==> src/rtl/instr_image_loader_pkg.sv <==
// Shared definitions for the CPU instruction-image loader: image geometry,
// loader state encoding and small slot/count helpers.
package cpu_pkg;

   localparam int WORD_W    = 32;
   localparam int NUM_SLOTS = 10;
   // Derived width of the flat image bus; tied to the two values above.
   localparam int IMG_W     = NUM_SLOTS * WORD_W;

   localparam logic [WORD_W-1:0] NOP_WORD = 32'h0000_0000;
   localparam logic [3:0]        SLOT_MAX = 4'd10;

   typedef enum logic [1:0] {
      IDLE = 2'd0,
      LOAD = 2'd1,
      PAD  = 2'd2,
      RUN  = 2'd3
   } state_t;

   // Lowest bit of slot k; slot 0 sits at the top of the image bus.
   function automatic int slot_base(input int k);
      return IMG_W - WORD_W * (k + 1);
   endfunction

   // Four-bit counter increment that saturates at the slot count.
   function automatic logic [3:0] sat_inc(input logic [3:0] v);
      if (v >= SLOT_MAX) begin
         return SLOT_MAX;
      end else begin
         return v + 4'd1;
      end
   endfunction

endpackage

==> src/rtl/instr_image_loader_slot_writer.sv <==
// Storage for the packed instruction image. One slot can be written per
// cycle with either the incoming word or a nop; a clear zeroes every slot
// except the one being written in the same cycle.
module slot_writer
   import cpu_pkg::*;
(
   input  logic              clock,
   input  logic              reset,
   input  logic              clear,
   input  logic              wr_en,
   input  logic [3:0]        wr_slot,
   input  logic              wr_nop,
   input  logic [WORD_W-1:0] wr_data,
   output logic [IMG_W-1:0]  image
);

   logic [WORD_W-1:0]    slot_r [NUM_SLOTS];
   logic [NUM_SLOTS-1:0] hit_s;

   // Decode the write slot; indices outside the image select nothing.
   always_comb begin
      hit_s = '0;
      for (int k = 0; k < NUM_SLOTS; k++) begin
         if (wr_en && (wr_slot == 4'(k))) begin
            hit_s[k] = 1'b1;
         end else begin
            hit_s[k] = 1'b0;
         end
      end
   end

   // Slot registers: a write wins over a clear so the first word survives.
   always_ff @(posedge clock or posedge reset) begin
      if (reset) begin
         for (int k = 0; k < NUM_SLOTS; k++) begin
            slot_r[k] <= NOP_WORD;
         end
      end else begin
         for (int k = 0; k < NUM_SLOTS; k++) begin
            if (hit_s[k]) begin
               slot_r[k] <= wr_nop ? NOP_WORD : wr_data;
            end else if (clear) begin
               slot_r[k] <= NOP_WORD;
            end else begin
               slot_r[k] <= slot_r[k];
            end
         end
      end
   end

   for (genvar g = 0; g < NUM_SLOTS; g++) begin : g_pack
      localparam int BASE = slot_base(g);
      assign image[BASE +: WORD_W] = slot_r[g];
   end

endmodule

==> src/rtl/instr_image_loader.sv <==
// Writer side of the CPU instr/start interface. Accepts instruction words
// over a valid/ready stream, packs them into the flat image, zero-pads the
// unused slots and then raises start until a run_stop request.
module instr_image_loader
   import cpu_pkg::*;
(
   input  logic              clock,
   input  logic              reset,
   input  logic              in_valid,
   output logic              in_ready,
   input  logic [WORD_W-1:0] in_data,
   input  logic              in_last,
   input  logic              run_stop,
   output logic [IMG_W-1:0]  instr,
   output logic              start,
   output logic [3:0]        words_loaded,
   output logic              busy
);

   state_t     state_r;
   state_t     state_next_s;
   logic [3:0] count_r;
   logic [3:0] count_next_s;
   logic [3:0] count_inc_s;
   logic [3:0] pad_idx_r;
   logic [3:0] pad_idx_next_s;
   logic       start_r;
   logic       in_ready_r;
   logic       busy_r;
   logic       xfer_s;
   logic       clear_s;
   logic       wr_en_s;
   logic       wr_nop_s;
   logic [3:0] wr_slot_s;

   assign xfer_s      = in_valid && in_ready_r;
   assign count_inc_s = sat_inc(count_r);

   // Next-state, counter updates and slot-write commands for the loader FSM.
   always_comb begin
      state_next_s   = state_r;
      count_next_s   = count_r;
      pad_idx_next_s = pad_idx_r;
      clear_s        = 1'b0;
      wr_en_s        = 1'b0;
      wr_nop_s       = 1'b0;
      wr_slot_s      = 4'd0;
      case (state_r)
         IDLE: begin
            if (xfer_s) begin
               clear_s        = 1'b1;
               wr_en_s        = 1'b1;
               wr_slot_s      = 4'd0;
               count_next_s   = 4'd1;
               pad_idx_next_s = 4'd1;
               if (in_last || (NUM_SLOTS == 1)) begin
                  state_next_s = PAD;
               end else begin
                  state_next_s = LOAD;
               end
            end else begin
               state_next_s = IDLE;
            end
         end
         LOAD: begin
            if (xfer_s) begin
               if (count_r < SLOT_MAX) begin
                  wr_en_s   = 1'b1;
                  wr_slot_s = count_r;
               end else begin
                  wr_en_s   = 1'b0;
               end
               count_next_s   = count_inc_s;
               pad_idx_next_s = count_inc_s;
               if (in_last || (count_inc_s == SLOT_MAX)) begin
                  state_next_s = PAD;
               end else begin
                  state_next_s = LOAD;
               end
            end else begin
               state_next_s = LOAD;
            end
         end
         PAD: begin
            // One nop slot per cycle; an exhausted index means the image is complete.
            if (pad_idx_r < SLOT_MAX) begin
               wr_en_s        = 1'b1;
               wr_nop_s       = 1'b1;
               wr_slot_s      = pad_idx_r;
               pad_idx_next_s = sat_inc(pad_idx_r);
               state_next_s   = PAD;
            end else begin
               state_next_s   = RUN;
            end
         end
         RUN: begin
            if (run_stop) begin
               state_next_s = IDLE;
            end else begin
               state_next_s = RUN;
            end
         end
         default: begin
            state_next_s = IDLE;
         end
      endcase
   end

   // State, counters and registered handshake/status outputs.
   always_ff @(posedge clock or posedge reset) begin
      if (reset) begin
         state_r    <= IDLE;
         count_r    <= 4'd0;
         pad_idx_r  <= 4'd0;
         start_r    <= 1'b0;
         in_ready_r <= 1'b1;
         busy_r     <= 1'b0;
      end else begin
         state_r    <= state_next_s;
         count_r    <= count_next_s;
         pad_idx_r  <= pad_idx_next_s;
         // start follows RUN one cycle late and drops on the stop edge.
         start_r    <= (state_r == RUN) && (state_next_s == RUN);
         in_ready_r <= (state_next_s == IDLE) || (state_next_s == LOAD);
         busy_r     <= (state_next_s == LOAD) || (state_next_s == PAD);
      end
   end

   slot_writer u_slot_writer (
      .clock   (clock),
      .reset   (reset),
      .clear   (clear_s),
      .wr_en   (wr_en_s),
      .wr_slot (wr_slot_s),
      .wr_nop  (wr_nop_s),
      .wr_data (in_data),
      .image   (instr)
   );

   assign in_ready     = in_ready_r;
   assign start        = start_r;
   assign words_loaded = count_r;
   assign busy         = busy_r;

endmodule

==> config.mk <==
export PLATFORM = sky130hd
export DESIGN_NAME = instr_image_loader
export DESIGN_NICKNAME = d
export VERILOG_FILES = /design/src/rtl/instr_image_loader_pkg.sv /design/src/rtl/instr_image_loader_slot_writer.sv /design/src/rtl/instr_image_loader.sv
export SDC_FILE = /design/constraint.sdc
export NUM_CORES = 1
export LEC_CHECK = 0
export CORE_MARGIN = 2
export CORE_UTILIZATION = 30
export DETAILED_ROUTE_END_ITERATION = 6
export PLACE_DENSITY = 0.64
export SYNTH_ARGS = -nofsm -noshare
export SYNTH_HDL_FRONTEND = slang
export SYNTH_SLANG_ARGS = --single-unit
==> constraint.sdc <==
create_clock -name clock -period 19.3 [get_ports clock]
set_clock_uncertainty 0.1 [all_clocks]
set_input_delay 3.86 -clock clock [delete_from_list [all_inputs] [get_ports clock]]
set_output_delay 3.86 -clock clock [all_outputs]
set_load 0.05 [all_outputs]
# Word-level counts from Yosys, hierarchy flattened
# Cells that the tools add are included.
[op_classes] order_cmp=4 n_shift=0 bitwise_logic=0 n_div=0 muxes=47 n_reduce_logical=32 n_mul=0 n_addsub=2 n_eq_ne=19
[op_table] cell="$mux 32" count=12
[op_table] cell="$mux 4" count=8
[op_table] cell="$reduce_bool 2->1" count=11
[op_table] cell="$mux 1" count=17
[op_table] cell="$eq 4x3->1 const B" count=4
[op_table] cell="$pmux 4 s2" count=2
[op_table] cell="$eq 4x4->1 const B" count=3
[op_table] cell="$logic_and 1x1->1" count=12
[op_table] cell="$pmux 4 s3" count=1
[op_table] cell="$mux 2" count=5
[op_table] cell="$add 4x1->4 const B" count=2
[op_table] cell="$eq 2x2->1 const B" count=4
[op_table] cell="$eq 4x2->1 const B" count=2
[op_table] cell="$ge 4x4->1 const B" count=2
[op_table] cell="$lt 4x4->1 const B" count=2
[op_table] cell="$pmux 2 s4" count=1
[op_table] cell="$ne 2x2->1 const B" count=3
[op_table] cell="$eq 2x1->1 const B" count=2
[op_table] cell="$eq 4x1->1 const B" count=1
[op_table] cell="$logic_not 2->1" count=2
[op_table] cell="$logic_not 4->1" count=1
[op_table] cell="$reduce_and 4->1" count=1
[op_table] cell="$logic_or 1x1->1" count=3
[op_table] cell="$pmux 1 s3" count=1
[op_table] cell="other kinds (2)" count=2
[word_totals] mem_bits_rw=0 latch_bits=0 elab_cells=120 output_inout_bits=327 n_memories=0 ff_bits=333 in_bits=37 rom_bits=0

# Logic depth before layout (Yosys ltp)
# Gate-level depths: netlist (run 1).
[logic_depth] ltp_word=9 ltp_mapped=10 ltp_nobuf=9

# Hierarchy
# From an unflattened synthesis (run 1), not the netlist that was laid out.
[unflattened] hier_cells=1223 hier_area_um2=15005.6
[by_module_without_submodules] mod="slot_writer" area_each_um2=14020.9 cells_per_inst=1115 seq_area_each_um2=8007.7 instances=1
[by_module_without_submodules] mod="instr_image_loader" area_each_um2=984.7 cells_per_inst=108 seq_area_each_um2=326.6 instances=1

# Worst setup path after synthesis (run 1)
# OpenSTA, ideal clock, no wires.
[synth_timing] path_kind="input to register" start="input in_valid" end="register u_slot_writer.slot_r (netlist bit u_slot_writer.image[224])" setup_time_ps=133 required_time_ps=19067 path_stages=6 setup_slack_ps=13836 path_buffers=2 arrival_ps=5231 cell_sequence="and3_4 -> a32o_2 -> or4_4 -> buf_6 -> buf_6 -> mux2i_1"
[synth_via] elab_chain_len=7 elab_cells_between_ends=12 classes_between="1 x eq/ne; 8 x mux; 3 x reduce/logical"
[synth_lines] item="start: declaration" line_no="instr_image_loader.sv:9" source="input logic in_valid,"
[synth_lines] item="$logic_and 1x1->1 (*)" line_no="instr_image_loader.sv:36" source="assign xfer_s = in_valid && in_ready_r;"
[synth_lines] item="$mux 4" line_no="instr_image_loader.sv:66" source="if (xfer_s) begin"
[synth_lines] item="$pmux 4 s2" line_no="instr_image_loader.sv:48" source="case (state_r)"
[synth_lines] item="$eq 4x2->1" line_no="instr_image_loader_slot_writer.sv:24" source="if (wr_en && (wr_slot == 4'(k))) begin"
[synth_lines] item="$logic_and 1x1->1" line_no="instr_image_loader_slot_writer.sv:24"
[synth_lines] item="$mux 1" line_no="instr_image_loader_slot_writer.sv:24"
[synth_lines] item="$mux 32 / $reduce_bool 2->1 (equally long branches)"
[synth_lines] item="end signal: indexed assignment" line_no="instr_image_loader_slot_writer.sv:41" source="slot_r[k] <= wr_nop ? NOP_WORD : wr_data;"
[synth_lines] item="end signal: indexed assignment" line_no="instr_image_loader_slot_writer.sv:45" source="slot_r[k] <= slot_r[k];"
[synth_lines] item="end: declaration" line_no="instr_image_loader_slot_writer.sv:17" source="logic [WORD_W-1:0] slot_r [NUM_SLOTS];"
# Every way passes the cells marked *; elsewhere a longest branch is shown, timed or not.
# A chain may end at the register's enable or synchronous reset.

# Worst setup path in the final report (run 1)
[layout_timing] start="input in_valid" end="register u_slot_writer.slot_r (netlist bit u_slot_writer.image[210])"
# The elaborated chain is that of the path after synthesis.

==> results.py, run 1 <==
metrics = {
    "logic_synthesis": {
        "async_flop_share_pct": 100,
        "synthFlopType": "dfrtp_1",
        "ys_warn_count": 0,
        "synth_nets": 1242,
        "synth_edf_count": 0,
        "ys_ff_latch": 333,
        "netlist-cell-type-count": 48,
        "syn_inst": 1195,
        "synth_seq_area_share_pct": 59.0,
        "synthTopCellsByArea": "dfrtp_1, mux2i_1, nand2_1",
        "syn_area_per_cell_sq_um": 11.8,
        "synth_area_sq_um": 14100,
        "yosysTopAreaCell": "dfrtp_1",
        "yosysTopAreaCellShare_pct": 58.8,
    },
    "clock_network": {
        "clock_latency_ns": 0.53,
        "clock_path_buffers": 3,
        "post_cts_buffers": 0,
        "cts_root_buf": "clkbuf_16",
        "htreeDepth": 2,
        "cts_repair_resize_count": 0,
        "cts.sinks": 333,
        "cts_hold_buf": 0,
        "cts_tree": "yes",
        "clk_pin_slew_ns": 0.06,
        "cts_buffers": 38,
    },
    "pwr": {
        "p_clk_share_pct": 26.6,
        "pwr-share-comb_pct": 40.5,
        "p_leak_nw": 8.92,
        "powerDensity_nw_per_um2": 137,
        "ir_drop_mv": 0.0885,
        "power_switching_w": 0.00112,
        "p_int_w": 0.00155,
        "swShare_pct": 42.1,
        "power_frac_seq_pct": 32.9,
    },
    "critical_path": {
        "max_stage_delay_ns": 0.82,
        "slowest_stage": "buf_4",
        "cp_common_cell": "buf_4",
        "start_kind": "primary input",
        "crit_required_ns": 19.64,
        "critPathMaxFanout": 88,
        "critPathCaptureType": "flop",
        "ff2ff_path_depth": 7,
        "worstSetupPathType": "in2reg",
        "cp.arrival_ns": 7.04,
        "worstPathCellList": "clkdlybuf4s50_1, nand3_4, buf_4, buf_4, nand2_1, mux2i_1",
    },
    "timing": {
        "layout_setup_ws_ns": 12.60,
        "finalHoldWorstSlack_ns": 0.420,
        "fin_crit_ns": 6.70,
        "setup_viol": 0,
        "period_share_pct": 34.7,
        "tightest_slew_ns": 1.23,
        "hold_violations": 0,
        "fmax_mhz": 149,
        "slew-limit-headroom_pct": 17.7,
        "grt_setup_unrepaired": "no",
        "setup_tns_ns": 0,
        "slew_viol_final": 0,
    },
    "layout": {
        "drive_above_1_share_pct": 6.21,
        "fin_cells": 2169,
        "areaGrowthSynthToFinish_pct": 37.7,
        "num-fill-cells": 4471,
        "multi_input_area_sq_um": 5340,
        "fin_nets": 1584,
        "seq_area_sq_um": 8330,
        "final_area_sq_um": 19400,
        "antenna_cells": 0,
    },
    "worst_hold_path": {
        "hp-class": "reg2reg",
        "hold_depth": 2,
    },
    "detailed_routing": {
        "drc_errors": 0,
        "num_vias": 10364,
        "firstDrtPassIters": 4,
        "post_drt_wl_per_cell_um": 20.5,
        "drt_iter0_markers": 660,
        "wl_met2_um": 21200,
        "ant_nets": 0,
        "top_layer": "met4",
        "wirelength_met1_um": 19000,
        "wl_met3_um": 2740,
        "routed_via_density": 4.78,
        "postRouteWirelength_um": 44500,
    },
    "status": {
        "status": "finished, final reports clean",
    },
    "grt": {
        "grt_pass1_wl_um": 68200,
        "grt_max_degree": 117,
        "grt_pass1_vias": 10945,
        "antenna_found_initial": 0,
        "grtUsageTotal_pct": 18.0,
        "overflow": 0,
    },
    "floorplan": {
        "core_area_sq_um": 46500,
        "io_pins": 364,
        "die_area_sq_um": 48800,
        "start_util_pct": 30.4,
        "die_y_um": 221,
        "die_w_um": 221,
        "placementRows": 79,
    },
    "placed_design": {
        "dp_slack_ns": 12.06,
        "place_area_sq_um": 18200,
        "io_buffers": 363,
        "post-dp-hpwl_um": 28800,
        "gp_congestion": 0.797,
        "dp_cells": 2104,
    },
    "run": {
        "maxCapViolCount": 0,
    },
}
-- worst max-delay path, delay by kind of cell --
family | cells | cell delay (ns)
and+or+nand+nor | 2 | 0.80
muxes | 1 | 0.18
buffers and inverters | 3 | 2.10
-- flip-flops by register name, summed over array words and instances, names as in the netlist --
| register | count |
|---|---|
| busy | 1 |
| in_ready | 1 |
| pad_idx_r | 4 |
| start | 1 |
| state_r | 2 |
| u_slot_writer.image | 320 |
| words_loaded | 4 |
-- worst paths after layout --
| check | end | slack, ns | startpoint |
|---|---|---|---|
| min in group asynchronous | u_slot_writer.image[116] | 3.77 | reset |
| hold / removal | u_slot_writer.image[204] | 0.42 | u_slot_writer.image[204] |
| setup reg to reg | u_slot_writer.image[210] | 15.72 | state_r[0] |
| max in group asynchronous | u_slot_writer.image[262] | 13.02 | reset |
| hold reg to reg | u_slot_writer.image[204] | 0.42 | u_slot_writer.image[204] |
| setup / recovery | u_slot_writer.image[210] | 12.60 | in_valid |
-- placed cells by master (no fill, tap or decap), types with 3 or more instances in the layout --
cell             instances
a31oi_1                  3
dfrtp_1                332
o21ai_0                  7
inv_1                   10
bufinv_16                3
nand2_1                360
nor2b_1                  3
ha_1                    10
nor3_1                   4
buf_4                   16
mux2i_1                320
o21a_1                   4
a21oi_1                 10
o22ai_1                  3
clkinv_2                 9
clkdlybuf4s50_1        363
clkbuf_1                 8
nand3_1                  4
nor2_1                   3
clkbuf_8                 3
clkbuf_16               39
-- cell usage after synthesis (all sizes together), types with 2 or more instances --
cell	number
nand2	362
a22oi	3
nor3	6
and2	2
clkbuf	39
o22ai	3
a21o	2
a21oi	12
inv	11
nor2b	4
nand3	5
nor3b	2
ha	10
buf	38
nand2b	2
o32ai	2
o21a	4
dfrtp	332
o21ai	9
mux2i	320
nor2	5
a31oi	3
o31ai	2
and3	3
-- layer usage --
| metal | GRT usage (%) | up-vias |
|---|---|---|
| met1 | 22.9 | 5290 |
| met5 | 0 | - |
| met4 | 7.10 | 0 |
| met3 | 4.67 | 81 |
| met2 | 29.2 | 316 |
| li1 | - | 4677 |
-- stage by stage --
| stage | util, % | power [W] |
|---|---|---|
| detailed placement | 39.2 | 0.00198 |
| CTS | 41.8 | 0.00270 |
| finish | 41.8 | 0.00267 |
| floorplan | - | 0.00161 |
| global route | 41.8 | 0.00280 |
| global placement | 39.2 | 0.00197 |
-- logic make-up (layout without fill, tap and decap cells) --
group / Yosys count / count (layout) / synth area share, %
compound gates: 46 / 46 / 2.44
xor+xnor: 1 / 1 / 0.0620
fa+ha+maj: 10 / 10 / 0.886
buf+inv: 88 / 455 / 3.51
flops: 333 / 333 / 59.0
mux: 320 / 320 / 22.7
simple gates: 397 / 397 / 11.4
-- power groups by stage --
| stage | logic, W | clock network (W) | registers (W) |
|---|---|---|---|
| global route | 0.00115 | 0.000759 | 0.000892 |
| finish | 0.00108 | 0.000711 | 0.000880 |
| detailed placement | 0.00109 | 0 | 0.000889 |
| floorplan | 0.000389 | 0 | 0.00122 |
| CTS | 0.00109 | 0.000731 | 0.000880 |
| global placement | 0.00108 | 0 | 0.000886 |
-- layout make-up --
cell class	count	area share [%]
multi-input cells	774	27.4
flip-flops and latches	333	42.9
clock inverters	15	0.818
repair buffers	379	19.3
clock buffers	50	5.39
inverters	11	0.251
well taps	607	3.91
Note: power is estimated with default switching activity, not from simulation.
==> run 2: changes to the inputs <==
==> constraint.sdc (replaced) <==
create_clock -name clock -period 6.8 [get_ports clock]
set_clock_uncertainty 0.1 [all_clocks]
set_input_delay 1.36 -clock clock [delete_from_list [all_inputs] [get_ports clock]]
set_output_delay 1.36 -clock clock [all_outputs]
set_load 0.05 [all_outputs]
==> run 2 against run 1 <==
Critical path type unchanged. Global-route usage up 0.11 points. Setup slack worse by 9.7 ns. Cell area up 0.53%. Critical endpoint is now u_slot_writer.image[313]. Die area unchanged. Sequential power rose to 2.8 times the previous value.
==> results.py, run 2 (same netlist as run 1, synthesis figures left out) <==
metrics = {
    "layout": {
        "layout_common_cells": "clkdlybuf4s50_1, nand2_1, dfrtp_1, mux2i_1, clkbuf_16",
        "final_common_cell": "clkdlybuf4s50_1",
        "drive_above_1_share_pct": 6.39,
        "fin_util_pct": 42.1,
        "antenna_cells": 0,
        "fin_nets": 1585,
        "areaGrowthSynthToFinish_pct": 38.4,
        "largest_register_ffs": 320,
    },
    "clock_network": {
        "cts_repair_resize_count": 0,
        "cts_buffers": 38,
        "cts_hold_buf": 0,
        "htreeDepth": 2,
        "cts_tree": "yes",
        "clock_latency_ns": 0.53,
        "post_cts_buffers": 0,
        "clk_pin_slew_ns": 0.06,
        "cts.sinks": 333,
        "clock_path_buffers": 3,
        "cts_root_buf": "clkbuf_16",
    },
    "status": {
        "status": "finished, final reports clean",
    },
    "floorplan": {
        "start_util_pct": 30.4,
        "core_area_sq_um": 46500,
        "die_y_um": 221,
        "die_area_sq_um": 48800,
        "die_w_um": 221,
        "placementRows": 79,
        "io_pins": 364,
    },
    "detailed_routing": {
        "drc_errors": 0,
        "drt_iter0_markers": 817,
        "routed_via_density": 4.75,
        "ant_nets": 0,
        "postRouteWirelength_um": 44600,
        "post_drt_wl_per_cell_um": 20.5,
        "firstDrtPassIters": 5,
        "num_vias": 10316,
    },
    "grt": {
        "grt_max_degree": 163,
        "grt_pass1_wl_um": 68800,
        "grtUsageTotal_pct": 18.1,
        "grt_pass1_vias": 10939,
        "antenna_found_initial": 0,
        "overflow": 0,
    },
    "timing": {
        "tightest_slew_ns": 1.19,
        "fin_crit_ns": 3.89,
        "grt_setup_unrepaired": "no",
        "setup_tns_ns": 0,
        "setup_viol": 0,
        "fmax_mhz": 257,
        "period_share_pct": 57.2,
        "slew_viol_final": 0,
        "hold_violations": 0,
        "slew-limit-headroom_pct": 20.7,
    },
    "critical_path": {
        "worstSetupPathType": "in2reg",
        "r2r-end": "u_slot_writer.image[301]",
        "critPathCaptureType": "flop",
        "r2r_slack_ns": 3.33,
        "ff2ff_path_depth": 6,
        "cp.arrival_ns": 4.24,
        "crit_required_ns": 7.15,
        "r2r-start": "state_r[0]",
        "start_kind": "primary input",
        "critPathMaxFanout": 32,
    },
    "pwr": {
        "fin_total_pwr_w": 0.00766,
        "ir_drop_mv": 0.270,
        "powerDensity_nw_per_um2": 392,
        "p_leak_nw": 8.97,
    },
    "placed_design": {
        "gp_congestion": 0.822,
        "io_buffers": 363,
        "post-dp-hpwl_um": 29400,
    },
    "worst_hold_path": {
        "hold_path.startpoint": "u_slot_writer.image[102]",
        "hold_depth": 2,
        "hp-class": "reg2reg",
        "hold_end": "u_slot_writer.image[102]",
    },
    "run": {
        "maxCapViolCount": 0,
    },
}
==> run 2: how the worst max path moves through the flow <==
| stage | startpoint | to | depth (start not counted) |
|---|---|---|---|
| finish | in_valid | u_slot_writer.image[313] | 6 |
| global route | in_valid | u_slot_writer.image[293] | 6 |
| CTS | in_valid | u_slot_writer.image[197] | 7 |
| detailed placement | in_valid | u_slot_writer.image[197] | 7 |
| global placement | in_valid | u_slot_writer.image[223] | 7 |
| floorplan | reset | busy | 1 |
==> run 2: final cells by class <==
cell class / count / area (sq um)
fillers: 4413 / 26900
flip-flops and latches: 333 / 8330
multi-input cells: 774 / 5340
repair buffers: 380 / 3800
clock buffers: 60 / 1170
well taps: 607 / 759
clock inverters: 8 / 93.8
inverters: 11 / 45.0
==> run 2: power breakdown <==
group / switching [W] / leakage [nW] / internal, W
Sequential: 0.000204 / 4.57 / 0.00229
Clock: 0.000810 / 0.630 / 0.00126
Combinational: 0.00218 / 3.77 / 0.000911
==> run 2: metrics by stage <==
step / area, sq um / cells / hold WS, ns / setup WS [ns]
floorplan: 14100 / 1195 / 0.461 / 0.892
global placement: 18300 / 2105 / 0.410 / 2.39
detailed placement: 18300 / 2105 / 0.414 / 2.34
CTS: 19500 / 2173 / 0.424 / 2.92
global route: 19500 / 2173 / 0.436 / 2.71
finish: 19500 / 2173 / 0.419 / 2.91
==> run 2: metal layers <==
| layer | GRT usage [%] | vias up | wire, um |
|---|---|---|---|
| met2 | 30.2 | 330 | 21600 |
| met3 | 4.00 | 66 | 2670 |
| met5 | 0 | - | 0 |
| met1 | 23.4 | 5239 | 19300 |
| met4 | 5.69 | 0 | 1100 |
| li1 | - | 4681 | - |
==> run 2: worst max-delay path, cell delays in order <==
cell	delay, ns
clkdlybuf4s50_1	0.64
nand3_1	0.33
o2bb2a_4	0.30
a21oi_2	0.30
or3_2	0.98
mux2i_1	0.29
==> run 3: changes to the inputs <==
==> constraint.sdc (replaced) <==
create_clock -name clock -period 3.91 [get_ports clock]
set_clock_uncertainty 0.1 [all_clocks]
set_input_delay 0.782 -clock clock [delete_from_list [all_inputs] [get_ports clock]]
set_output_delay 0.782 -clock clock [all_outputs]
set_load 0.05 [all_outputs]
==> run 3 against run 2 <==
Critical path depth down 5. Cell area grew 1.3%. First-iteration DRC count fell by 10%. Non-clock buffer count rose by 17. Die area did not move. Power rose by 74%. Sequential share of layout area is 0.53 points lower. Cell count is 0.64% higher. Clock-buffer cell count is 4 lower. Utilization up 0.53 points. Setup slack worse by 2.0 ns. Critical path type is now reg2out. Largest cell class unchanged. Largest power group unchanged.
==> results.py, run 3 (same netlist as run 1, synthesis figures left out) <==
metrics = {
    "status": {
        "status": "finished, final reports clean",
    },
    "clock_network": {
        "cts_root_buf": "clkbuf_16",
        "clock_path_buffers": 3,
        "cts_repair_resize_count": 0,
        "post_cts_buffers": 0,
        "htreeDepth": 2,
        "clock_latency_ns": 0.53,
        "cts.sinks": 333,
        "cts_hold_buf": 0,
        "cts_buffers": 38,
        "clk_pin_slew_ns": 0.05,
        "cts_tree": "yes",
    },
    "layout": {
        "largest_register_ffs": 320,
        "fin_util_pct": 42.6,
        "fin_nets": 1602,
        "final_area_sq_um": 19800,
        "final_common_cell": "clkdlybuf4s50_1",
        "drive_above_1_share_pct": 7.47,
        "antenna_cells": 0,
        "layout_common_cells": "clkdlybuf4s50_1, nand2_1, dfrtp_1, mux2i_1, clkbuf_16",
        "areaGrowthSynthToFinish_pct": 40.1,
    },
    "timing": {
        "fmax_mhz": 337,
        "finalHoldWorstSlack_ns": 0.420,
        "hold_violations": 0,
        "fin_crit_ns": 2.97,
        "slew-limit-headroom_pct": 49.8,
        "tightest_slew_ns": 0.747,
        "slew_viol_final": 0,
        "period_share_pct": 75.9,
        "setup_viol": 0,
        "grt_setup_unrepaired": "no",
    },
    "run": {
        "maxCapViolCount": 0,
    },
    "detailed_routing": {
        "firstDrtPassIters": 5,
        "num_vias": 10373,
        "post_drt_wl_per_cell_um": 20.4,
        "ant_nets": 0,
        "drt_iter0_markers": 733,
        "postRouteWirelength_um": 44700,
        "drc_errors": 0,
        "routed_via_density": 4.74,
    },
    "critical_path": {
        "r2r_slack_ns": 1.17,
        "start_kind": "flop",
        "crit_family": "buffers and inverters",
        "worstPathCellList": "clkdlybuf4s50_1",
        "worstSetupPathType": "reg2out",
        "max_stage_delay_ns": 0.93,
        "slowest_stage": "clkdlybuf4s50_1",
        "critPathMaxFanout": 12,
        "critPathCaptureType": "primary output",
        "crit_required_ns": 3.03,
        "cp-startpoint": "words_loaded[1]",
        "cp_num_buf_inv": 1,
        "cp.arrival_ns": 2.09,
        "r2r-start": "state_r[1]",
    },
    "worst_hold_path": {
        "hp-class": "reg2reg",
        "hold_path.startpoint": "u_slot_writer.image[263]",
    },
    "floorplan": {
        "core_area_sq_um": 46500,
        "io_pins": 364,
        "placementRows": 79,
        "die_area_sq_um": 48800,
        "start_util_pct": 30.4,
        "die_w_um": 221,
        "die_y_um": 221,
    },
    "pwr": {
        "p_leak_nw": 9.09,
        "powerDensity_nw_per_um2": 674,
        "ir_drop_mv": 0.379,
    },
    "placed_design": {
        "place_area_sq_um": 18600,
        "io_buffers": 363,
        "gp_congestion": 0.817,
        "post-dp-hpwl_um": 29800,
    },
    "grt": {
        "grt_pass1_wl_um": 68700,
        "grtUsageMet2_pct": 29.7,
        "overflow": 0,
        "grt_max_degree": 115,
        "grt_pass1_vias": 11040,
        "grt_util_met3_pct": 4.24,
        "top_usage_layer": "met2",
        "antenna_found_initial": 0,
        "grtUsageTotal_pct": 18.1,
        "met1_usage_pct": 23.1,
    },
}
==> run 3: metrics by stage <==
stage,worst slack [ns],cells,setup TNS (ns),power (W)
after global routing,0.846,2187,0,0.0140
after floorplan,-1.42,1195,-471.59,0.00795
after CTS,0.912,2187,0,0.0135
after detailed placement,0.533,2122,0,0.00992
after global placement,0.583,2122,0,0.00985
final,0.941,2187,0,0.0133
==> run 3: power breakdown <==
group	switching, W	leakage [nW]	total [W]	internal, W
clock network	0.00141	0.615	0.00353	0.00211
registers	0.000356	4.57	0.00434	0.00398
logic	0.00382	3.91	0.00548	0.00166
total	0.00559	9.09	0.0133	0.00775
==> run 3: per-layer routing <==
| layer | share of wire, % | vias up |
|---|---|---|
| li1 | - | 4721 |
| met1 | 43 | 5276 |
| met2 | 48 | 296 |
| met3 | 5.6 | 80 |
| met4 | 3.4 | 0 |
| met5 | 0 | - |
==> run 3: final cells by class <==
type                            count  area (sq um)
Inverter                           11          45.0
Clock inverter                      9          76.3
Sequential cell                   333          8330
Clock buffer                       56          1160
Multi-Input combinational cell    774          5340
Tap cell                          607           759
Fill cell                        4476         26700
Timing Repair Buffer              397          4080
==> run 3: worst paths after layout <==
check                                      endpoint  cells past startpoint
setup / recovery                    words_loaded[1]                      1
hold / removal             u_slot_writer.image[263]                      2
setup reg to reg           u_slot_writer.image[104]                      8
hold reg to reg            u_slot_writer.image[263]                      2
max in group asynchronous  u_slot_writer.image[261]                      3
min in group asynchronous  u_slot_writer.image[215]                      2
